`src/rtl/alu_sequencer.sv`:
```
// alu_sequencer
//   Issue/writeback sequencer wrapped around an external combinational ALU.
//   It accepts one 16-bit ALU-class instruction per handshake and decodes it.
//   Operands come from an internal 8x16 register file and are presented to the
//   ALU. The ALU result is captured and then written back to rd.
//   Each instruction takes four states: IDLE -> DECODE -> EXEC -> WB.
//
// Ports
//   clk, reset                     clock, synchronous active-high reset
//   instr, instr_valid/instr_ready instruction handshake (ready only in IDLE)
//   host_we, host_addr, host_wdata host register write, honoured only in IDLE
//   dbg_addr, dbg_data             combinational register-file read port
//   rsdata, rmdata, N              registered ALU operands
//   instr_bit_15, instr_bit_12_11  registered ALU opcode {[15],[12:11]}
//   aluout                         ALU result
//   done, err                      one-cycle WB pulse; err = illegal, no write
//   result                         last captured ALU result
//   zflag                          zero flag of last legal writeback
//
// Build option
//   ALU_SEQ_ZFLAG_EN  defined: zflag register implemented; undefined: zflag = 0

module alu_sequencer (
    input  logic        clk,
    input  logic        reset,
    input  logic [15:0] instr,
    input  logic        instr_valid,
    output logic        instr_ready,
    input  logic        host_we,
    input  logic [2:0]  host_addr,
    input  logic [15:0] host_wdata,
    input  logic [2:0]  dbg_addr,
    output logic [15:0] dbg_data,
    output logic [15:0] rsdata,
    output logic [15:0] rmdata,
    output logic [15:0] N,
    output logic        instr_bit_15,
    output logic [1:0]  instr_bit_12_11,
    input  logic [15:0] aluout,
    output logic        done,
    output logic        err,
    output logic [15:0] result,
    output logic        zflag
);

    typedef enum logic [1:0] {S_IDLE, S_DECODE, S_EXEC, S_WB} state_t;

    state_t      state_q;
    logic [15:0] instr_q;
    logic [15:0] regs_q [8];
    logic [15:0] rsdata_q, rmdata_q, n_q, result_q;
    logic        bit15_q, ready_q, done_q, err_q;
    logic [1:0]  op_q;
    logic        illegal;

    // Illegal when [14:13] is nonzero, or for opcodes 101/111 ([15] and [11] both set).
    assign illegal = (instr_q[14:13] != 2'b00) || (instr_q[15] && instr_q[11]);

    always_ff @(posedge clk) begin
        if (reset) begin
            state_q  <= S_IDLE;
            instr_q  <= '0;
            rsdata_q <= '0;
            rmdata_q <= '0;
            n_q      <= '0;
            bit15_q  <= 1'b0;
            op_q     <= '0;
            result_q <= '0;
            ready_q  <= 1'b1;
            done_q   <= 1'b0;
            err_q    <= 1'b0;
            for (int i = 0; i < 8; i++) regs_q[i] <= '0;
        end else begin
            done_q <= 1'b0;
            err_q  <= 1'b0;
            case (state_q)
                S_IDLE: begin
                    if (host_we) regs_q[host_addr] <= host_wdata;
                    if (instr_valid && ready_q) begin
                        instr_q <= instr;
                        ready_q <= 1'b0;
                        state_q <= S_DECODE;
                    end
                end
                S_DECODE: begin
                    // The read happens one edge after accept, so a host write
                    // made on the accept edge is already visible here.
                    rsdata_q <= regs_q[instr_q[10:8]];
                    rmdata_q <= regs_q[instr_q[7:5]];
                    n_q      <= {8'h00, instr_q[7:0]};
                    bit15_q  <= instr_q[15];
                    op_q     <= instr_q[12:11];
                    state_q  <= S_EXEC;
                end
                S_EXEC: begin
                    // The result is captured even for illegal instructions;
                    // only the writeback is suppressed.
                    result_q <= aluout;
                    done_q   <= 1'b1;
                    err_q    <= illegal;
                    state_q  <= S_WB;
                end
                S_WB: begin
                    if (!illegal) regs_q[instr_q[10:8]] <= result_q;
                    ready_q <= 1'b1;
                    state_q <= S_IDLE;
                end
                default: state_q <= S_IDLE;
            endcase
        end
    end

`ifdef ALU_SEQ_ZFLAG_EN
    logic zflag_q;
    always_ff @(posedge clk) begin
        if (reset)
            zflag_q <= 1'b0;
        else if (state_q == S_WB && !illegal)
            zflag_q <= (result_q == 16'h0000);
    end
    assign zflag = zflag_q;
`else
    assign zflag = 1'b0;
`endif

    assign instr_ready     = ready_q;
    assign dbg_data        = regs_q[dbg_addr];
    assign rsdata          = rsdata_q;
    assign rmdata          = rmdata_q;
    assign N               = n_q;
    assign instr_bit_15    = bit15_q;
    assign instr_bit_12_11 = op_q;
    assign done            = done_q;
    assign err             = err_q;
    assign result          = result_q;

endmodule

```
`config.mk`:
```
export PLATFORM = sky130hd
export DESIGN_NAME = alu_sequencer
export DESIGN_NICKNAME = d
export VERILOG_FILES = /design/src/rtl/alu_sequencer.sv
export SDC_FILE = /design/constraint.sdc
export NUM_CORES = 1
export LEC_CHECK = 0
export BUFFER_PORTS_ARGS = -buffer_cell sky130_fd_sc_hd__clkbuf_2
export CAP_MARGIN = 0
export CORE_MARGIN = 5
export CORE_UTILIZATION = 50
export DETAILED_ROUTE_END_ITERATION = 7
export PLACE_DENSITY = 0.77
export REMOVE_ABC_BUFFERS = 1
export SLEW_MARGIN = 20
export SYNTH_ARGS = -nofsm -noshare
export SYNTH_HDL_FRONTEND = slang
export SYNTH_SLANG_ARGS = --single-unit
```
`constraint.sdc`:
```
create_clock -name clk -period 2.8 [get_ports clk]
set_input_delay 0 -clock clk [delete_from_list [all_inputs] [get_ports clk]]
set_output_delay 0 -clock clk [all_outputs]
set_load 0.005 [all_outputs]
```
==> impl_metrics.csv, run 1 <==
group,metric,value,unit
logic_synthesis,async_s_r_ff_share_synth,0,
status,run_status,"finished clean",
logic_synthesis,avgSynthCellArea,13.3,um^2
timing,maxSlewViolCount,0,
logic_synthesis,seq_area_frac_synth,0.480,
pwr,power,0.00942,W
logic_synthesis,netlist_area,0.0114,mm^2
clocking,cts_setup_buffers,0,
pwr,share_comb_of_total_power,0.274,
clocking,worstSkewPairLatency,510,ps
drt,drtIter0Drc,980,
timing,max_slew_margin,0.297,
timing,max_freq,0.375,GHz
run,max_cap_viol_count,0,
worst_setup_path,cp_max_fo,16,
logic_synthesis,synthCells,856,
clocking,numCtsBuffers,23,
clocking,clkSlewWorstSetupHoldPaths,60,ps
timing,hold_violations,0,
worst_setup_path,slowest_stage,"sky130_fd_sc_hd__or3_1",
grt,grt_start_max_net_pins,44,
place,dpl_cell_area,0.0122,mm^2
floorplanning,num_rows,55,
pwr,power_per_cell_area,700,mW/mm^2
finish,final_core_util,0.598,
clocking,number_of_instances_resized_during_post_cts_repair,0,
grt,grt_first_pass_wirelength,52800,um
logic_synthesis,yosys.cell_types.count,40,
timing,setup_viol_count_final,0,
finish,layout.nets,1071,
pwr,p_sw_frac,0.319,
worst_setup_path,critical_path.top_delay_family,"simple AND/OR/NAND/NOR gates",
finish,fillCellCount,1729,
timing,final.min_clock_period,2670,ps
timing,tightestPinTransition,1050,ps
logic_synthesis,yosys_warnings,0,
place,portBuffers,135,
clocking,cts_buffer_depth,3,
logic_synthesis,yosys_register_bits,208,
pwr,power.ir.vdd_worst,0.000446,V
timing,grt_setup_unrepaired,"no",
worst_setup_path,required_time_worst_endpoint,2930,ps
drt,drt_first_pass_iters,7,
logic_synthesis,biggest_area_contributors_in_the_synthesized_netlist,"sky130_fd_sc_hd__edfxtp_1 34%, sky130_fd_sc_hd__mux4_2 16%, sky130_fd_sc_hd__dfxtp_1 14%",
worst_setup_path,max_stage_delay,750,ps
clocking,cts_num_sinks,208,
floorplanning,core,0.0225,mm^2
pwr,power_switching,0.00301,W
worst_setup_path,path_class,"flip-flop to flip-flop",
floorplanning,num_io_pins,145,
min_path,hp-class,"primary input to flip-flop",
finish,drive_above_1_share,0.345,
logic_synthesis,synth_flop_cell,"sky130_fd_sc_hd__edfxtp_1",
drt,via_per_inst,6.61,
floorplanning,floorplan.initialDensity,0.505,
floorplanning,die_area,0.0258,mm^2
timing,final.setup_skew,8.29,ps
grt,first_global_vias,8858,
worst_setup_path,worst_setup_path_end_kind,"flip-flop",
timing,layout_worst_path_cycle_share,0.953,
finish,layout.cells.most_common,"sky130_fd_sc_hd__clkbuf_2",
pwr,seqPwrFrac,0.425,
place,gpl.final_weighted_congestion,0.836,
logic_synthesis,synth_top_cell_by_area,"sky130_fd_sc_hd__edfxtp_1",
finish,final_cell_area,0.0135,mm^2
floorplanning,die_width,161,um
clocking,clock_tree_from_tritoncts,"done",
drt,antenna_left,0,
logic_synthesis,synth_top_cell_area_share,0.339,
drt,post-route-drc-count,0,
grt,grt.overflow.total,0,
grt,initial_antenna_violation_count,0,
worst_setup_path,worstSetupStartpointType,"flip-flop",
worst_setup_path,cp_num_buf_inv,1,
finish,leading_cell_types_in_the_layout_fill_and_taps_excluded,"134 x sky130_fd_sc_hd__clkbuf_2, 128 x sky130_fd_sc_hd__a22o_1, 128 x sky130_fd_sc_hd__edfxtp_1",
worst_setup_path,critical_path_arrival,2800,ps
pwr,p_clk_frac,0.301,
finish,area_growth_syn_to_layout,18.5,%
clocking,clock_tree.root_cell,"sky130_fd_sc_hd__clkbuf_16",
logic_synthesis,synth_edf_count,128,
drt,post_drt_wl_per_cell,26.4,um
drt,via_count,8653,
worst_setup_path,critical_path.cell_chain,"inv_1 > ha_1 > or4b_4 > a211oi_4 > or3_1",
pwr,total_leakage_power,5.02,nW
finish,antennaDiodeCount,0,
drt,postRouteWirelength,34500,um
pwr,p_int,0.00641,W
grt,globalRouteTotalUtil,0.265,
floorplanning,die_height,161,um
place,place.detailed.hpwl,21400,um
clocking,htree_num_levels,1,
-- state kept, by name, summed over array words and instances (netlist names) --
name / flops
rsdata: 16
err: 1
instr_ready: 1
state_q: 2
rmdata: 16
instr_bit_12_11: 2
done: 1
N: 8
regs_q: 128
instr_q: 16
result: 16
instr_bit_15: 1
-- synth_stat cells (6+ instances only) --
library cell                 n
sky130_fd_sc_hd__o22ai_1    19
sky130_fd_sc_hd__clkbuf_1   45
sky130_fd_sc_hd__nand2_1    53
sky130_fd_sc_hd__mux2_2     40
sky130_fd_sc_hd__nor2b_1    16
sky130_fd_sc_hd__a211oi_4    9
sky130_fd_sc_hd__mux2i_1    26
sky130_fd_sc_hd__nor3_1     19
sky130_fd_sc_hd__buf_4      17
sky130_fd_sc_hd__edfxtp_1  128
sky130_fd_sc_hd__a21oi_1    32
sky130_fd_sc_hd__nor4_4      8
sky130_fd_sc_hd__nor2_1     45
sky130_fd_sc_hd__a221oi_1   14
sky130_fd_sc_hd__buf_6       9
sky130_fd_sc_hd__nand2b_1    6
sky130_fd_sc_hd__a22o_1    128
sky130_fd_sc_hd__buf_1      26
sky130_fd_sc_hd__buf_2      16
sky130_fd_sc_hd__mux4_2     82
sky130_fd_sc_hd__dfxtp_1    80
sky130_fd_sc_hd__or3_1       8
-- final timing paths --
kind	start	to	slack, ps	cells past startpoint
setup reg to reg	state_q[0]	regs_q[0][1]	130	5
hold / removal	instr[6]	instr_q[6]	260	4
hold reg to reg	instr_q[3]	instr_q[3]	460	2
setup / recovery	state_q[0]	regs_q[0][1]	130	5
-- cells by family (layout without fill, tap and decap cells) --
group | Yosys count | after routing | synth area share
mux | 152 | 152 | 0.229
simple gates | 167 | 167 | 0.0810
fa+ha+maj | 5 | 5 | 0.00551
buf+inv | 118 | 278 | 0.0523
other cells | 1 | 9 | 0.000330
compound gates | 205 | 205 | 0.152
flops | 208 | 208 | 0.480
-- routing by layer --
layer / wire (um) / global-route usage / vias to the layer above / share of wire
li1: - / - / 3679 / -
met1: 12600 / 0.345 / 4261 / 0.36
met2: 16400 / 0.435 / 618 / 0.47
met3: 4140 / 0.0649 / 95 / 0.12
met4: 1430 / 0.0958 / 0 / 0.041
met5: 0 / 0 / - / 0
-- stage by stage --
step	worst slack (ps)	hold slack [ps]	setup TNS, ps	cells
after CTS	134	245	0	1309
after global routing	42.2	268	0	1309
after floorplan	-1380	69.1	-153860	751
after global placement	201	222	0	1211
after detailed placement	136	226	0	1211
final	132	260	0	1309
-- worst reg2reg max path, cell delays in order (launching register included) --
cell                       delay (ps)
sky130_fd_sc_hd__dfxtp_1          330
sky130_fd_sc_hd__inv_1            120
sky130_fd_sc_hd__ha_1             330
sky130_fd_sc_hd__or4b_4           550
sky130_fd_sc_hd__a211oi_4         200
sky130_fd_sc_hd__or3_1            750
-- power groups by stage --
stage / sequential [W] / combinational, W / clock [W]
2_1_floorplan: 0.00403 / 0.00145 / 0
4_1_cts: 0.00400 / 0.00257 / 0.00287
3_5_place_dp: 0.00406 / 0.00248 / 0
3_3_place_gp: 0.00403 / 0.00243 / 0
6_report: 0.00400 / 0.00258 / 0.00283
5_1_grt: 0.00405 / 0.00280 / 0.00299
-- layout make-up --
| type | instances | area [um^2] | share of cell area |
|---|---|---|---|
| inverter | 5 | 18.8 | 0.00139 |
| clock buffer | 29 | 608 | 0.0452 |
| multi-input combinational | 538 | 5350 | 0.398 |
| tap | 285 | 357 | 0.0265 |
| timing repair buffer | 232 | 1590 | 0.118 |
| sequential | 208 | 5450 | 0.405 |
| clock inverter | 12 | 83.8 | 0.00623 |
-- repair_timing --
action / in CTS / in global routing
endpoints found under the hold margin: 165 / 0
hold buffers: 57 / 0
endpoints found under the setup margin: 0 / 0
No activity file was read; power rests on OpenSTA's default activity.
==> run 2, diff against run 1 <==
==> constraint.sdc (replaced) <==
create_clock -name clk -period 2.5 [get_ports clk]
set_input_delay 0 -clock clk [delete_from_list [all_inputs] [get_ports clk]]
set_output_delay 0 -clock clk [all_outputs]
set_load 0.005 [all_outputs]
==> impl_metrics.csv, run 2 (same netlist as run 1, synthesis figures left out) <==
group,metric,value,unit
clocking,clkSlewWorstSetupHoldPaths,60,ps
worst_setup_path,critical_path_arrival,2510,ps
min_path,holdPathStages,4,
finish,final_core_util,0.613,
drt,post_drt_wl_per_cell,25.9,um
min_path,hp-class,"primary input to flip-flop",
worst_setup_path,cp_max_fo,16,
finish,fillCellCount,1742,
clocking,clock_tree_from_tritoncts,"done",
timing,final.setup_skew,10.3,ps
worst_setup_path,reg2reg_depth,6,
timing,max_slew_margin,0.494,
clocking,htree_num_levels,1,
floorplanning,die_height,161,um
worst_setup_path,worstReg2RegStart,"state_q[0]",
run,max_cap_viol_count,0,
clocking,worstSkewPairLatency,520,ps
worst_setup_path,regToRegEndpoint,"regs_q[2][13]",
finish,leading_cell_types_in_the_layout_fill_and_taps_excluded,"134 x sky130_fd_sc_hd__clkbuf_2, 128 x sky130_fd_sc_hd__a22o_1, 128 x sky130_fd_sc_hd__edfxtp_1",
timing,setup_viol_count_final,0,
grt,grt.overflow.total,0,
place,gpl.final_weighted_congestion,0.885,
place,portBuffers,135,
drt,postRouteWirelength,34700,um
floorplanning,num_io_pins,145,
pwr,power.ir.vdd_worst,0.000505,V
grt,first_global_vias,8781,
worst_setup_path,worstSetupStartpointType,"flip-flop",
grt,grt_first_pass_wirelength,52200,um
drt,drtIter0Drc,966,
drt,drt_first_pass_iters,7,
finish,area_growth_syn_to_layout,21.4,%
floorplanning,floorplan.initialDensity,0.505,
timing,maxSlewViolCount,0,
floorplanning,core,0.0225,mm^2
clocking,clock_tree.root_cell,"sky130_fd_sc_hd__clkbuf_16",
drt,met3_wirelength,4660,um
drt,highest-signal-layer,"met4",
pwr,power_per_cell_area,794,mW/mm^2
worst_setup_path,worst_setup_path_endpoint,"regs_q[2][13]",
clocking,numCtsBuffers,24,
place,setup_slack_at_placement,135,ps
grt,initial_antenna_violation_count,0,
status,run_status,"finished clean",
grt,grt_start_max_net_pins,37,
worst_setup_path,ff2ff_setup_slack,190,ps
drt,post-route-drc-count,0,
timing,fin_ws,188,ps
timing,tightestPinTransition,758,ps
drt,m1WireLength,12500,um
finish,layout.cells.most_common,"sky130_fd_sc_hd__clkbuf_2",
finish,max_ffs_per_register,128,
drt,routed-wl-met2,16100,um
worst_setup_path,required_time_worst_endpoint,2700,ps
floorplanning,die_width,161,um
finish,layout.nets,1098,
floorplanning,num_rows,55,
grt,globalRouteTotalUtil,0.261,
finish,drive_above_1_share,0.359,
drt,via_count,8769,
place,place.detailed.hpwl,22100,um
worst_setup_path,worst_setup_path_end_kind,"flip-flop",
clocking,cts_setup_buffers,0,
finish,antennaDiodeCount,0,
drt,antenna_left,0,
drt,via_per_inst,6.55,
timing,layout_worst_path_cycle_share,0.925,
worst_setup_path,path_class,"flip-flop to flip-flop",
clocking,cts_buffer_depth,3,
timing,final.min_clock_period,2310,ps
finish,top_register,"regs_q",
clocking,cts_num_sinks,208,
floorplanning,die_area,0.0258,mm^2
worst_setup_path,setup.worst_path.start,"state_q[0]",
timing,max_freq,0.432,GHz
pwr,total_leakage_power,5.21,nW
timing,hold_violations,0,
timing,grt_setup_unrepaired,"no",
-- run 2: cell types whose count changed in the layout (fill, tap and decap cells not counted), sizes merged --
cell,delta
clkinvlp,-1
dlygate4sd3,+10
buf,+16
bufinv,-1
inv,+1
clkbuf,+4
-- run 2: final cells by class --
cell class                      instances  area [um^2]  share of cell area
Tap cell                              285          357              0.0259
Inverter                                5         18.8             0.00136
Timing Repair Buffer                  258         1820               0.132
Multi-Input combinational cell        538         5360               0.389
Sequential cell                       208         5450               0.395
Clock buffer                           33          717              0.0520
Clock inverter                         11         63.8             0.00463
-- run 2: worst min-delay path by stage --
stage	startpoint	endpoint
2_1_floorplan	reset	N[5]
3_5_place_dp	instr[11]	instr_q[11]
5_1_grt	instr[5]	instr_q[5]
3_3_place_gp	instr[6]	instr_q[6]
4_1_cts	aluout[12]	result[12]
6_report	instr[2]	instr_q[2]
-- run 2: worst max-delay path: stages, from the launching register on --
cell and delay, ps:
sky130_fd_sc_hd__dfxtp_1 330, sky130_fd_sc_hd__inv_1 130, sky130_fd_sc_hd__ha_1 360, sky130_fd_sc_hd__or4b_4 550
sky130_fd_sc_hd__a211oi_4 230, sky130_fd_sc_hd__or3_1 130, sky130_fd_sc_hd__buf_4 270
-- run 2: metal layers --
| layer | GRT usage | up-vias |
|---|---|---|
| met5 | 0 | - |
| met4 | 0.0969 | 0 |
| met3 | 0.0739 | 113 |
| met2 | 0.419 | 677 |
| met1 | 0.340 | 4249 |
| li1 | - | 3730 |
-- run 2: timing repair --
item / in CTS / in global routing
endpoints found under the setup margin: 0 / 28
hold buffers: 67 / 0
endpoints found under the hold margin: 172 / 0
gates resized for setup: 0 / 3
-- run 2: per-stage QoR --
stage          std cells  total power [W]  cell area (um^2)  setup TNS [ps]  hold WS (ps)
2_1_floorplan        751          0.00614             10800         -221410          69.1
3_3_place_gp        1227          0.00732             12300               0           222
3_5_place_dp        1227          0.00739             12300               0           230
4_1_cts             1338           0.0109             13800               0           250
5_1_grt             1338           0.0114             13800               0           271
6_report            1338           0.0109             13800               0           257
-- run 2: where the power goes --
group	switching, W	leakage, nW	internal (W)
Clock	0.00143	0.392	0.00201
Combinational	0.00160	2.84	0.00141
Sequential	0.000432	1.98	0.00406
==> run 3, diff against run 2 <==
--- a/config.mk
+++ b/config.mk
@@ -7,11 +7,13 @@
 export LEC_CHECK = 0
 export BUFFER_PORTS_ARGS = -buffer_cell sky130_fd_sc_hd__clkbuf_2
 export CAP_MARGIN = 0
+export CORE_ASPECT_RATIO = 2
 export CORE_MARGIN = 5
 export CORE_UTILIZATION = 50
 export DETAILED_ROUTE_END_ITERATION = 7
 export PLACE_DENSITY = 0.77
 export REMOVE_ABC_BUFFERS = 1
+export SETUP_SLACK_MARGIN = 0.02
 export SLEW_MARGIN = 20
 export SYNTH_ARGS = -nofsm -noshare
 export SYNTH_HDL_FRONTEND = slang
==> constraint.sdc (replaced) <==
create_clock -name clk -period 3 [get_ports clk]
set_input_delay 0 -clock clk [delete_from_list [all_inputs] [get_ports clk]]
set_output_delay 0 -clock clk [all_outputs]
set_load 0.005 [all_outputs]
==> impl_metrics.csv, run 3 (same netlist as run 1, synthesis figures left out) <==
group,metric,value,unit
drt,via_per_inst,6.65,
drt,drtIter0Drc,685,
grt,first_global_vias,8878,
pwr,power,0.00851,W
worst_setup_path,critical_path_arrival,2840,ps
finish,area_growth_syn_to_layout,16.8,%
finish,antennaDiodeCount,0,
timing,setup_total_negative_slack,0,ps
worst_setup_path,cp_max_fo,16,
finish,fillCellCount,1780,
floorplanning,die_width,117,um
floorplanning,floorplan.initialDensity,0.504,
grt,grt.overflow.total,0,
timing,hold_violations,0,
timing,final.setup_skew,17.1,ps
timing,maxSlewViolCount,0,
clocking,clkSlewWorstSetupHoldPaths,70,ps
worst_setup_path,critical_path.top_delay_family,"simple AND/OR/NAND/NOR gates",
drt,post_drt_wl_per_cell,27.2,um
place,gpl.final_weighted_congestion,0.868,
worst_setup_path,slowest_stage,"sky130_fd_sc_hd__or3_1",
worst_setup_path,required_time_worst_endpoint,3110,ps
clocking,cts_num_sinks,208,
timing,layout_worst_path_cycle_share,0.911,
timing,final.min_clock_period,2730,ps
pwr,total_leakage_power,4.91,nW
grt,grt_start_max_net_pins,45,
finish,layout.nets,1061,
worst_setup_path,path_class,"flip-flop to flip-flop",
worst_setup_path,worstReg2RegStart,"state_q[0]",
finish,max_ffs_per_register,128,
min_path,hp-class,"primary input to flip-flop",
worst_setup_path,max_stage_delay,820,ps
timing,grt_setup_unrepaired,"no",
floorplanning,core,0.0225,mm^2
place,portBuffers,135,
pwr,power.ir.vdd_worst,0.000469,V
place,place.detailed.hpwl,22100,um
worst_setup_path,worstSetupStartpointType,"flip-flop",
grt,initial_antenna_violation_count,0,
run,max_cap_viol_count,0,
drt,post-route-drc-count,0,
finish,top_register,"regs_q",
floorplanning,die_height,223,um
clocking,clock_tree_from_tritoncts,"done",
timing,max_freq,0.366,GHz
finish,drive_above_1_share,0.344,
finish,leading_cell_types_in_the_layout_fill_and_taps_excluded,"134 x sky130_fd_sc_hd__clkbuf_2, 128 x sky130_fd_sc_hd__a22o_1, 128 x sky130_fd_sc_hd__edfxtp_1",
timing,tightestPinTransition,1210,ps
worst_setup_path,worst_setup_path_end_kind,"flip-flop",
timing,max_slew_margin,0.195,
clocking,ctsHoldBuffers,52,
finish,layout.cells.most_common,"sky130_fd_sc_hd__clkbuf_2",
clocking,numCtsBuffers,19,
timing,setup_viol_count_final,0,
worst_setup_path,cp_num_buf_inv,1,
clocking,cts_buffer_depth,3,
drt,via_count,8577,
grt,grt_first_pass_wirelength,52100,um
drt,drt_first_pass_iters,8,
clocking,cts_setup_buffers,0,
floorplanning,die_area,0.0260,mm^2
drt,antenna_left,0,
worst_setup_path,setup.worst_path.start,"state_q[0]",
clocking,clock_tree.root_cell,"sky130_fd_sc_hd__clkbuf_16",
grt,globalRouteTotalUtil,0.269,
place,placedCellCount,1205,
status,run_status,"finished clean",
floorplanning,num_rows,78,
worst_setup_path,critical_path.cell_chain,"inv_1 > ha_1 > or4b_4 > a211oi_4 > or3_1",
floorplanning,num_io_pins,145,
drt,postRouteWirelength,35100,um
clocking,number_of_instances_resized_during_post_cts_repair,0,
finish,final_instance_count_excl_fillers,1290,
pwr,power_per_cell_area,642,mW/mm^2
min_path,hold_path.startpoint,"aluout[12]",
clocking,worstSkewPairLatency,500,ps
clocking,htree_num_levels,1,
[run 3: cell types whose count changed in the layout (fill, tap and decap cells not counted), moves of 2 or more]
cell / before / now
sky130_fd_sc_hd__buf_12: 4 / 1
sky130_fd_sc_hd__clkbuf_16: 26 / 19
sky130_fd_sc_hd__clkbuf_8: 4 / 2
sky130_fd_sc_hd__dlygate4sd3_1: 67 / 52
sky130_fd_sc_hd__clkinv_2: 6 / 3
sky130_fd_sc_hd__clkinv_4: 2 / 0
sky130_fd_sc_hd__clkinvlp_4: 0 / 2
sky130_fd_sc_hd__buf_4: 53 / 39
[run 3: through the flow]
stage	hold WS [ps]	instance area (um^2)	util	setup WS [ps]
6_report	275	13300	0.588	268
5_1_grt	289	13300	0.588	183
2_1_floorplan	69.1	10800	-	-1180
3_3_place_gp	225	12200	0.539	400
4_1_cts	259	13300	0.588	295
3_5_place_dp	229	12200	0.539	316
[run 3: path summary, 6_finish.rpt]
path | cells after the start | slack [ps] | end
worst min-delay path | 4 | 270 | result[12]
worst max register to register | 5 | 270 | regs_q[0][1]
worst min register to register | 2 | 460 | instr_q[2]
worst max-delay path | 5 | 270 | regs_q[0][1]
[run 3: worst min-delay path: cells and delay by family]
family                 cells  cell delay [ps]
buffers and inverters      2              620
AND/OR/NAND/NOR            1               70
multiplexers               1               60
[run 3: routing by layer]
layer	track usage	up-vias	part of all wire
li1	-	3637	-
met1	0.278	4207	0.30
met2	0.485	550	0.54
met3	0.0415	183	0.080
met4	0.176	0	0.079
met5	0	-	0
[run 3: layout make-up]
class | instances | area, um^2 | area share
Clock buffer | 26 | 526 | 0.0396
Clock inverter | 7 | 63.8 | 0.00481
Inverter | 5 | 18.8 | 0.00142
Multi-Input combinational cell | 538 | 5350 | 0.404
Sequential cell | 208 | 5450 | 0.411
Tap cell | 280 | 350 | 0.0264
Timing Repair Buffer | 226 | 1500 | 0.113
[run 3: where the power goes]
part           leakage, nW  total, W  switching (W)  internal [W]
clock network        0.286   0.00238        0.00106       0.00132
logic                 2.65   0.00242        0.00135       0.00107
registers             1.98   0.00371       0.000326       0.00338
